==> src/rtl/rs75_pkg.sv <==
// Shared GF(8) definitions for the RS(7,5) encoder: field tables, generator
// constants and the encoder state type.
package rs75_pkg;

  localparam int SYMBOL_WIDTH = 3;
  localparam int N            = 7;
  localparam int K            = 5;

  typedef enum logic [1:0] {
    MSG,
    PAR1,
    PAR2
  } state_t;

  // Index_Lookup: symbol -> log index (0 = zero element, k = alpha^(k-1))
  function automatic logic [SYMBOL_WIDTH-1:0] index_lookup(input logic [SYMBOL_WIDTH-1:0] sym);
    case (sym)
      3'b100:  return 3'd1;
      3'b010:  return 3'd2;
      3'b001:  return 3'd3;
      3'b110:  return 3'd4;
      3'b011:  return 3'd5;
      3'b111:  return 3'd6;
      3'b101:  return 3'd7;
      default: return 3'd0;
    endcase
  endfunction

  // Symbol_Lookup: log index -> symbol
  function automatic logic [SYMBOL_WIDTH-1:0] symbol_lookup(input logic [SYMBOL_WIDTH-1:0] idx);
    case (idx)
      3'd1:    return 3'b100;
      3'd2:    return 3'b010;
      3'd3:    return 3'b001;
      3'd4:    return 3'b110;
      3'd5:    return 3'b011;
      3'd6:    return 3'b111;
      3'd7:    return 3'b101;
      default: return 3'b000;
    endcase
  endfunction

  localparam logic [SYMBOL_WIDTH-1:0] G1_SYM = 3'b011;
  localparam logic [SYMBOL_WIDTH-1:0] G0_SYM = 3'b110;
  localparam logic [SYMBOL_WIDTH-1:0] G1_IDX = index_lookup(G1_SYM);
  localparam logic [SYMBOL_WIDTH-1:0] G0_IDX = index_lookup(G0_SYM);

  // Log index of the generator coefficient of x^i (i = 0 or 1)
  function automatic logic [SYMBOL_WIDTH-1:0] gen_idx(input int i);
    return (i == 1) ? G1_IDX : G0_IDX;
  endfunction

endpackage

==> src/rtl/gf8_const_mul.sv <==
// GF(8) multiply of a symbol by a constant given as a log index, using the
// log/antilog tables with a mod-7 exponent add and a zero bypass.
module gf8_const_mul
  import rs75_pkg::*;
(
  input  logic [SYMBOL_WIDTH-1:0] sym,
  input  logic [SYMBOL_WIDTH-1:0] const_idx,
  output logic [SYMBOL_WIDTH-1:0] prod
);

  logic [SYMBOL_WIDTH-1:0] sym_idx;
  logic [SYMBOL_WIDTH:0]   exp_sum;
  logic [SYMBOL_WIDTH-1:0] exp_mod;

  always_comb begin
    sym_idx = index_lookup(sym);
    exp_sum = {1'b0, sym_idx - 3'd1} + {1'b0, const_idx - 3'd1};
    exp_mod = (exp_sum >= 4'd7) ? 3'(exp_sum - 4'd7) : exp_sum[SYMBOL_WIDTH-1:0];
    // zero has no logarithm, so it bypasses the tables
    prod    = (sym == '0) ? '0 : symbol_lookup(exp_mod + 3'd1);
  end

endmodule

==> src/rtl/rs75_encoder.sv <==
// Systematic RS(7,5) encoder over GF(8): forwards 5 message symbols, then
// emits the 2 parity symbols held in the division LFSR.
module rs75_encoder
  import rs75_pkg::*;
(
  input  logic                    clk,
  input  logic                    rst_n,
  input  logic [SYMBOL_WIDTH-1:0] in_data,
  input  logic                    in_valid,
  output logic                    in_ready,
  output logic [SYMBOL_WIDTH-1:0] out_data,
  output logic                    out_valid,
  input  logic                    out_ready,
  output logic                    out_parity,
  output logic                    out_last
);

  localparam int NPAR = N - K;
  localparam int CW   = $clog2(K + 1);

  state_t                  state_reg, state_next;
  logic [CW-1:0]           count_reg, count_next;
  logic [SYMBOL_WIDTH-1:0] r1_reg, r1_next;
  logic [SYMBOL_WIDTH-1:0] r0_reg, r0_next;
  logic [SYMBOL_WIDTH-1:0] fb;
  logic [SYMBOL_WIDTH-1:0] prod [NPAR];
  logic                    out_free;
  logic                    accept;
  logic                    load;
  logic [SYMBOL_WIDTH-1:0] data_next;
  logic                    parity_next;
  logic                    last_next;

  assign fb = in_data ^ r1_reg;

  generate
    for (genvar gi = 0; gi < NPAR; gi++) begin : g_mul
      gf8_const_mul u_mul (
        .sym       (fb),
        .const_idx (gen_idx(gi)),
        .prod      (prod[gi])
      );
    end
  endgenerate

  always_comb begin
    out_free    = !out_valid || out_ready;
    in_ready    = (state_reg == MSG) && out_free;
    accept      = in_valid && in_ready;
    state_next  = state_reg;
    count_next  = count_reg;
    r1_next     = r1_reg;
    r0_next     = r0_reg;
    load        = 1'b0;
    data_next   = in_data;
    parity_next = 1'b0;
    last_next   = 1'b0;
    case (state_reg)
      MSG: begin
        if (accept) begin
          load       = 1'b1;
          r1_next    = r0_reg ^ prod[1];
          r0_next    = prod[0];
          count_next = count_reg + 1'b1;
          if (count_reg == CW'(K - 1)) state_next = PAR1;
        end
      end
      PAR1: begin
        if (out_free) begin
          load        = 1'b1;
          data_next   = r1_reg;
          parity_next = 1'b1;
          state_next  = PAR2;
        end
      end
      PAR2: begin
        if (out_free) begin
          load        = 1'b1;
          data_next   = r0_reg;
          parity_next = 1'b1;
          last_next   = 1'b1;
          // clearing here lets the next block start while this symbol drains
          r1_next     = '0;
          r0_next     = '0;
          count_next  = '0;
          state_next  = MSG;
        end
      end
      default: state_next = MSG;
    endcase
  end

  always_ff @(posedge clk or negedge rst_n) begin
    if (!rst_n) begin
      state_reg  <= MSG;
      count_reg  <= '0;
      r1_reg     <= '0;
      r0_reg     <= '0;
      out_valid  <= 1'b0;
      out_data   <= '0;
      out_parity <= 1'b0;
      out_last   <= 1'b0;
    end else begin
      state_reg <= state_next;
      count_reg <= count_next;
      r1_reg    <= r1_next;
      r0_reg    <= r0_next;
      if (load) begin
        out_valid  <= 1'b1;
        out_data   <= data_next;
        out_parity <= parity_next;
        out_last   <= last_next;
      end else if (out_ready) begin
        out_valid <= 1'b0;
      end
    end
  end

endmodule
==> config.mk <==
export PLATFORM = sky130hd
export DESIGN_NAME = rs75_encoder
export DESIGN_NICKNAME = d
export VERILOG_FILES = /design/src/rtl/rs75_pkg.sv /design/src/rtl/gf8_const_mul.sv /design/src/rtl/rs75_encoder.sv
export SDC_FILE = /design/constraint.sdc
export NUM_CORES = 1
export LEC_CHECK = 0
export ABC_AREA = 1
export BUFFER_PORTS_ARGS = -buffer_cell sky130_fd_sc_hd__buf_2
export CAP_MARGIN = 20
export CORE_ASPECT_RATIO = 1.2
export CORE_MARGIN = 4
export CORE_UTILIZATION = 53
export DETAILED_ROUTE_END_ITERATION = 8
export HOLD_SLACK_MARGIN = 0.06
export PLACE_DENSITY = 0.76
export REMOVE_ABC_BUFFERS = 1
export SYNTH_ARGS = -nofsm -noshare
export SYNTH_HDL_FRONTEND = slang
export SYNTH_SLANG_ARGS = --single-unit
==> constraint.sdc <==
create_clock -name clk -period 2.4 [get_ports clk]
set_input_delay 0.36 -clock clk [delete_from_list [all_inputs] [get_ports clk]]
set_output_delay 0.36 -clock clk [all_outputs]
set_load 0.05 [all_outputs]
==> results of run 1 <==
[critical path, cell delays in order, from the launching register on]
cell,delay [ns]
dfrtp_1,0.45
inv_2,0.08
nand2_2,0.09
nand2_4,0.07
ha_4,0.17
o21ai_2,0.11
o21ai_1,0.07
inv_1,0.09
ha_2,0.18
inv_2,0.04
ha_4,0.22
a21oi_4,0.19
nand2_2,0.10
nand2_2,0.07
nand3_2,0.08
nand3_2,0.07
nand2_1,0.05
nand2_1,0.06
nand2_1,0.06
[worst min path at each step]
stage	from	to	slack [ns]	depth (start not counted)
5_1_grt	in_data[0]	out_data[0]	0.37	3
3_3_place_gp	rst_n	count_reg[1]	0.29	1
2_1_floorplan	rst_n	count_reg[0]	0.06	0
6_report	in_data[2]	out_data[2]	0.37	3
3_5_place_dp	rst_n	count_reg[1]	0.30	1
4_1_cts	in_data[0]	out_data[0]	0.36	3
[cell families after synthesis]
kind of cell	Yosys count
adders and majority gates	15
xor gates and xnor gates	3
and+or+nand+nor	99
DFF	17
buffers and inverters	32
AOI/OAI and AO/OA	24
[routing by layer]
layer / GRT usage [%] / up-vias / wire length [µm]
met1: 23.30 / 621 / 1339
met3: 1.632 / 6 / 37
met5: 0 / - / 0
met4: 8.207 / 0 / 46
met2: 35.65 / 14 / 1888
li1: - / 669 / -
[layout make-up]
class | count | area share, %
multi-input combinational | 141 | 55.08
clock inverter | 1 | 0.2843
inverter | 32 | 6.823
tap | 33 | 2.345
sequential | 17 | 24.16
clock buffer | 3 | 1.279
timing repair buffer | 27 | 10.02
[through the flow]
stage               instance area, µm²  util [%]  setup TNS [ns]  instances
global placement                  1569     62.08               0        244
CTS                               1625     64.31               0        249
finish                            1760     69.65               0        254
global route                      1760     69.65         -0.2146        254
detailed placement                1569     62.08         -0.1443        244
floorplan                         1403         -               0        190
[repair_timing]
item                                   CTS  global route
resized for setup                        3            25
hold buffers                             1             0
pin swaps                                3            12
buffers inserted                         0             5
setup endpoints to repair                2             4
endpoints found under the hold margin   17             0
[cell usage in the layout (no fill, tap or decap), types with 3 or more instances in the layout]
cell type,netlist,final
nand2_1,53,48
inv_1,26,25
nand2_2,14,17
dfrtp_1,17,17
buf_2,0,13
buf_4,0,12
o21ai_0,13,11
nand3_1,13,11
ha_1,15,8
inv_2,6,7
nand3_2,4,6
nand2_4,3,5
nor2_2,5,5
ha_4,0,4
o22ai_1,3,3
nor2_1,4,3
ha_2,0,3
clkbuf_4,0,3
==> run_results.csv, run 1 <==
group,metric,value,unit
run_status,status,"complete, no violations",
timing,hold_viol_final,0,
layout,fillers,209,
synthesis,synthCells,190,
synthesis,syn_area,1403,µm²
layout,multi_input_area,969.7,µm²
worst_setup_path,critPathCapture,"r0_reg[2]",
worst_setup_path,end_kind,"register",
route,vias,1310,
worst_setup_path,r2r_setup_slack,0.05,ns
worst_setup_path,cp-start-kind,"register",
timing,tightestPinTransition,0.3763,ns
timing,setup_slack,0.05150,ns
global_routing,grt_pass1_vias,1266,
route,routed_wl,3311,µm
timing,fin_crit,2.348,ns
layout,insertedDiodeCount,0,
synthesis,synth_xor_area_share,2.409,%
global_routing,grt_max_degree,18,
route,wire_per_inst,13.04,µm
clock_network,cts_htree_levels,1,
hold_path,hold_class,"in -> reg",
worst_setup_path,path_class,"reg -> reg",
synthesis,synth_top_family_by_area,"simple AND/OR/NAND/NOR gates",
global_routing,grt_usage,19.99,%
global_routing,grt_pass1_wl,5278,µm
synthesis,synth.most_common_cell,"nand2_1",
place,port_buffers,13,
floorplanning,die_area,3537,µm²
floorplanning,die_h,64.36,µm
global_routing,overflow,0,
route,drt_first_pass_iters,4,
timing,hold_slack,0.3677,ns
synthesis,yosysWarnings,0,
timing,setup_violations,0,
clock_network,clk_latency,0.29,ns
global_routing,antenna_found_initial,0,
synthesis,ys_top_cells_by_area,"dfrtp_1 30%, nand2_1 14%, ha_1 13%, inv_1 7.0%, nand2_2 6.2%",
clock_network,cts_buffers,3,
route,avgViaCountPerCell,5.157,
synthesis,yosysTopAreaCell,"dfrtp_1",
place,globalplace.congestion,0.7768,
floorplanning,die_w,54.96,µm
timing,clock.fmax,425.8,MHz
clock_network,cts.path.max_buffers,2,
layout,area_delta_synth_final,25.51,%
synthesis,netlist.area_leader.share,30.33,%
job,max_cap_viol_count,0,
synthesis,synth_compound_area_share,9.991,%
floorplanning,initial_utilization,55.50,%
timing,slew_headroom,74.92,%
floorplanning,rows,20,
place,hpwl,2528,µm
synthesis,syn_avg_cell_area,7.382,µm²
worst_setup_path,cp.arrival,2.54,ns
layout,nets,244,
route,dr.first_iter.drc_count,25,
synthesis,ys_dominant_reg_cell,"dfrtp_1",
layout,regArea,425.4,µm²
synthesis,async_flop_share,100.0,%
worst_setup_path,startpoint,"r1_reg[0]",
clock_network,cts_tree,"built",
floorplanning,ios,14,
synthesis,synth_cell_types,23,
worst_setup_path,required,2.59,ns
synthesis,yosys.area_share.simple,35.33,%
timing,slew_viol_final,0,
worst_setup_path,rr_endpoint,"r0_reg[2]",
synthesis,muxShareOfSynthArea,0,%
route,drc,0,
clock_network,clk_pin_slew,0.10,ns
floorplanning,core_area,2527,µm²
worst_setup_path,path_max_fanout,4,
synthesis,seq_area_frac_synth,30.33,%
synthesis,ys_seq_elements,17,
timing,fin_skew,0.001756,ns
timing,fin_crit_sh,97.85,%
synthesis,synthTopCellsByCount,"53 x nand2_1, 26 x inv_1, 17 x dfrtp_1, 15 x ha_1, 14 x nand2_2",
place,post-place-ws,-0.1053,ns
route,ant_nets,0,
synthesis,synth_edf_count,0,
worst_setup_path,ff2ff_path_depth,18,
timing,rsz0062_at_grt,"yes",
worst_setup_path,r2r_start,"r1_reg[0]",
clock_network,cts-root-buf,"clkbuf_4",
layout,drive_gt1_share,37.56,%
synthesis,synthAdderAreaFrac,13.38,%
clock_network,clock_sink_count,17,
Power of run 1 is left out: the tool's default activity adds up to more than one toggle a clock period on the data nets, which glitch-free logic cannot reach.
==> run 2, diff against run 1 <==
Settings changed: RECOVER_POWER set to 50.
==> run 2 against run 1 <==
Worst hold slack got worse by 0.0014 ns. Register-to-register slack about the same. Sequential share of layout area increased by 0.069 points. Fmax about the same. Die area unchanged. Critical path depth unchanged. Clock skew about the same. Wire length increased by 0.39%. Non-clock buffer count unchanged. Worst setup slack improved by 0.0012 ns.
==> run_results.csv, run 2 (same netlist as run 1, synthesis figures left out) <==
group,metric,value,unit
global_routing,antenna_found_initial,0,
clock_network,cts.path.max_buffers,2,
floorplanning,rows,20,
clock_network,cts_tree,"built",
floorplanning,ios,14,
route,dr.first_iter.drc_count,25,
worst_setup_path,cp-start-kind,"register",
global_routing,grt_pass1_wl,5278,µm
clock_network,cts_buffers,3,
layout,final_util,69.46,%
global_routing,grt_max_degree,18,
route,drc,0,
route,routed_wl,3324,µm
worst_setup_path,required,2.59,ns
floorplanning,die_area,3537,µm²
floorplanning,die_w,54.96,µm
timing,slew_headroom,39.75,%
global_routing,overflow,0,
worst_setup_path,r2r_setup_slack,0.05,ns
timing,fin_crit_sh,97.80,%
worst_setup_path,path_cells,"inv_2 > nand2_2 > nand2_4 > ha_4 > o21ai_2 > o21ai_1 > inv_1 > ha_2 > inv_2 > ha_4 > a21oi_4 > nand2_2 > nand2_2 > nand3_2 > nand3_2 > nand2_1 > nand2_1 > nand2_1",
layout,area_delta_synth_final,25.16,%
worst_setup_path,slowest_delay,0.45,ns
global_routing,grt_pass1_vias,1266,
worst_setup_path,path_class,"reg -> reg",
route,vias,1312,
layout,fillers,211,
timing,hold_viol_final,0,
timing,fin_skew,0.001921,ns
clock_network,clock_sink_count,17,
layout,insertedDiodeCount,0,
worst_setup_path,path_max_fanout,4,
job,max_cap_viol_count,0,
layout,nets,244,
run_status,status,"complete, no violations",
floorplanning,die_h,64.36,µm
timing,rsz0062_at_grt,"yes",
route,drt_first_pass_iters,4,
route,avgViaCountPerCell,5.165,
worst_setup_path,end_kind,"register",
layout,drive_gt1_share,35.75,%
global_routing,grt_usage,19.99,%
hold_path,hold_class,"in -> reg",
timing,fin_crit,2.347,ns
floorplanning,initial_utilization,55.50,%
route,wire_per_inst,13.09,µm
route,ant_nets,0,
worst_setup_path,slowest_stage,"dfrtp_1",
clock_network,cts-root-buf,"clkbuf_4",
timing,clock.fmax,426.0,MHz
floorplanning,core_area,2527,µm²
clock_network,clk_pin_slew,0.10,ns
timing,slew_viol_final,0,
layout,layout_commonest_cell,"nand2_1",
place,port_buffers,13,
worst_setup_path,cp.arrival,2.54,ns
clock_network,clk_latency,0.29,ns
timing,tightestPinTransition,0.9038,ns
layout,final_cell_mix,"48 x nand2_1, 25 x inv_1, 17 x nand2_2, 17 x dfrtp_1, 12 x buf_4",
timing,setup_violations,0,
clock_network,cts_htree_levels,1,
place,hpwl,2528,µm
place,globalplace.congestion,0.7768,
[run 2: changes by cell type in the layout (fill, tap and decap cells not counted)]
cell | previous run | this run
clkbuf_1 | 0 | 4
buf_2 | 13 | 9
[run 2: worst paths after layout]
path / from / to / depth (start not counted)
worst max-delay path: r1_reg[0] / r0_reg[2] / 18
worst min-delay path: in_data[2] / out_data[2] / 3
worst max register to register: r1_reg[0] / r0_reg[2] / 18
worst min register to register: out_data[2] / out_data[2] / 2
max in group asynchronous: rst_n / out_last / 2
min in group asynchronous: rst_n / count_reg[1] / 2
[run 2: worst max-delay path: cells and delay by family, from the launching register on]
family          cells  cell delay (ns)
buf+inv             3             0.21
flops               1             0.45
fa+ha+maj           3             0.57
compound gates      3             0.37
simple gates        9             0.65
[run 2: through the flow]
| step | worst slack (ns) | TNS [ns] | instance area, µm² | hold WS (ns) | instances |
|---|---|---|---|---|---|
| after floorplan | 0.08934 | 0 | 1403 | 0.06441 | 190 |
| after global placement | 0.005310 | 0 | 1569 | 0.2930 | 244 |
| after CTS | 0.009403 | 0 | 1625 | 0.3640 | 249 |
| after global routing | -0.1204 | -0.2146 | 1755 | 0.3673 | 254 |
| after detailed placement | -0.1053 | -0.1443 | 1569 | 0.2999 | 244 |
| final | 0.05271 | 0 | 1755 | 0.3663 | 254 |
[run 2: metal layers]
layer | vias to the layer above | GRT usage, % | share of wire (%)
met1 | 623 | 23.30 | 40
met2 | 14 | 35.65 | 57
met5 | - | 0 | 0
li1 | 669 | - | -
met3 | 6 | 1.632 | 1.4
met4 | 0 | 8.207 | 1.4
[run 2: repair_timing]
item	CTS	global route
resized for setup	3	25
hold buffers	1	0
setup endpoints to repair	2	4
buffers inserted	0	5
pin swaps	3	12
hold endpoints to repair	17	0
[run 2: cell type report]
cell class / instances / area (µm²) / share of cell area, %
multi-input combinational: 141 / 969.7 / 55.24
sequential: 17 / 425.4 / 24.23
timing repair buffer: 27 / 171.4 / 9.765
inverter: 32 / 120.1 / 6.842
tap: 33 / 41.29 / 2.352
clock buffer: 3 / 22.52 / 1.283
clock inverter: 1 / 5.005 / 0.2851
Power of run 2 is left out for the same reason.
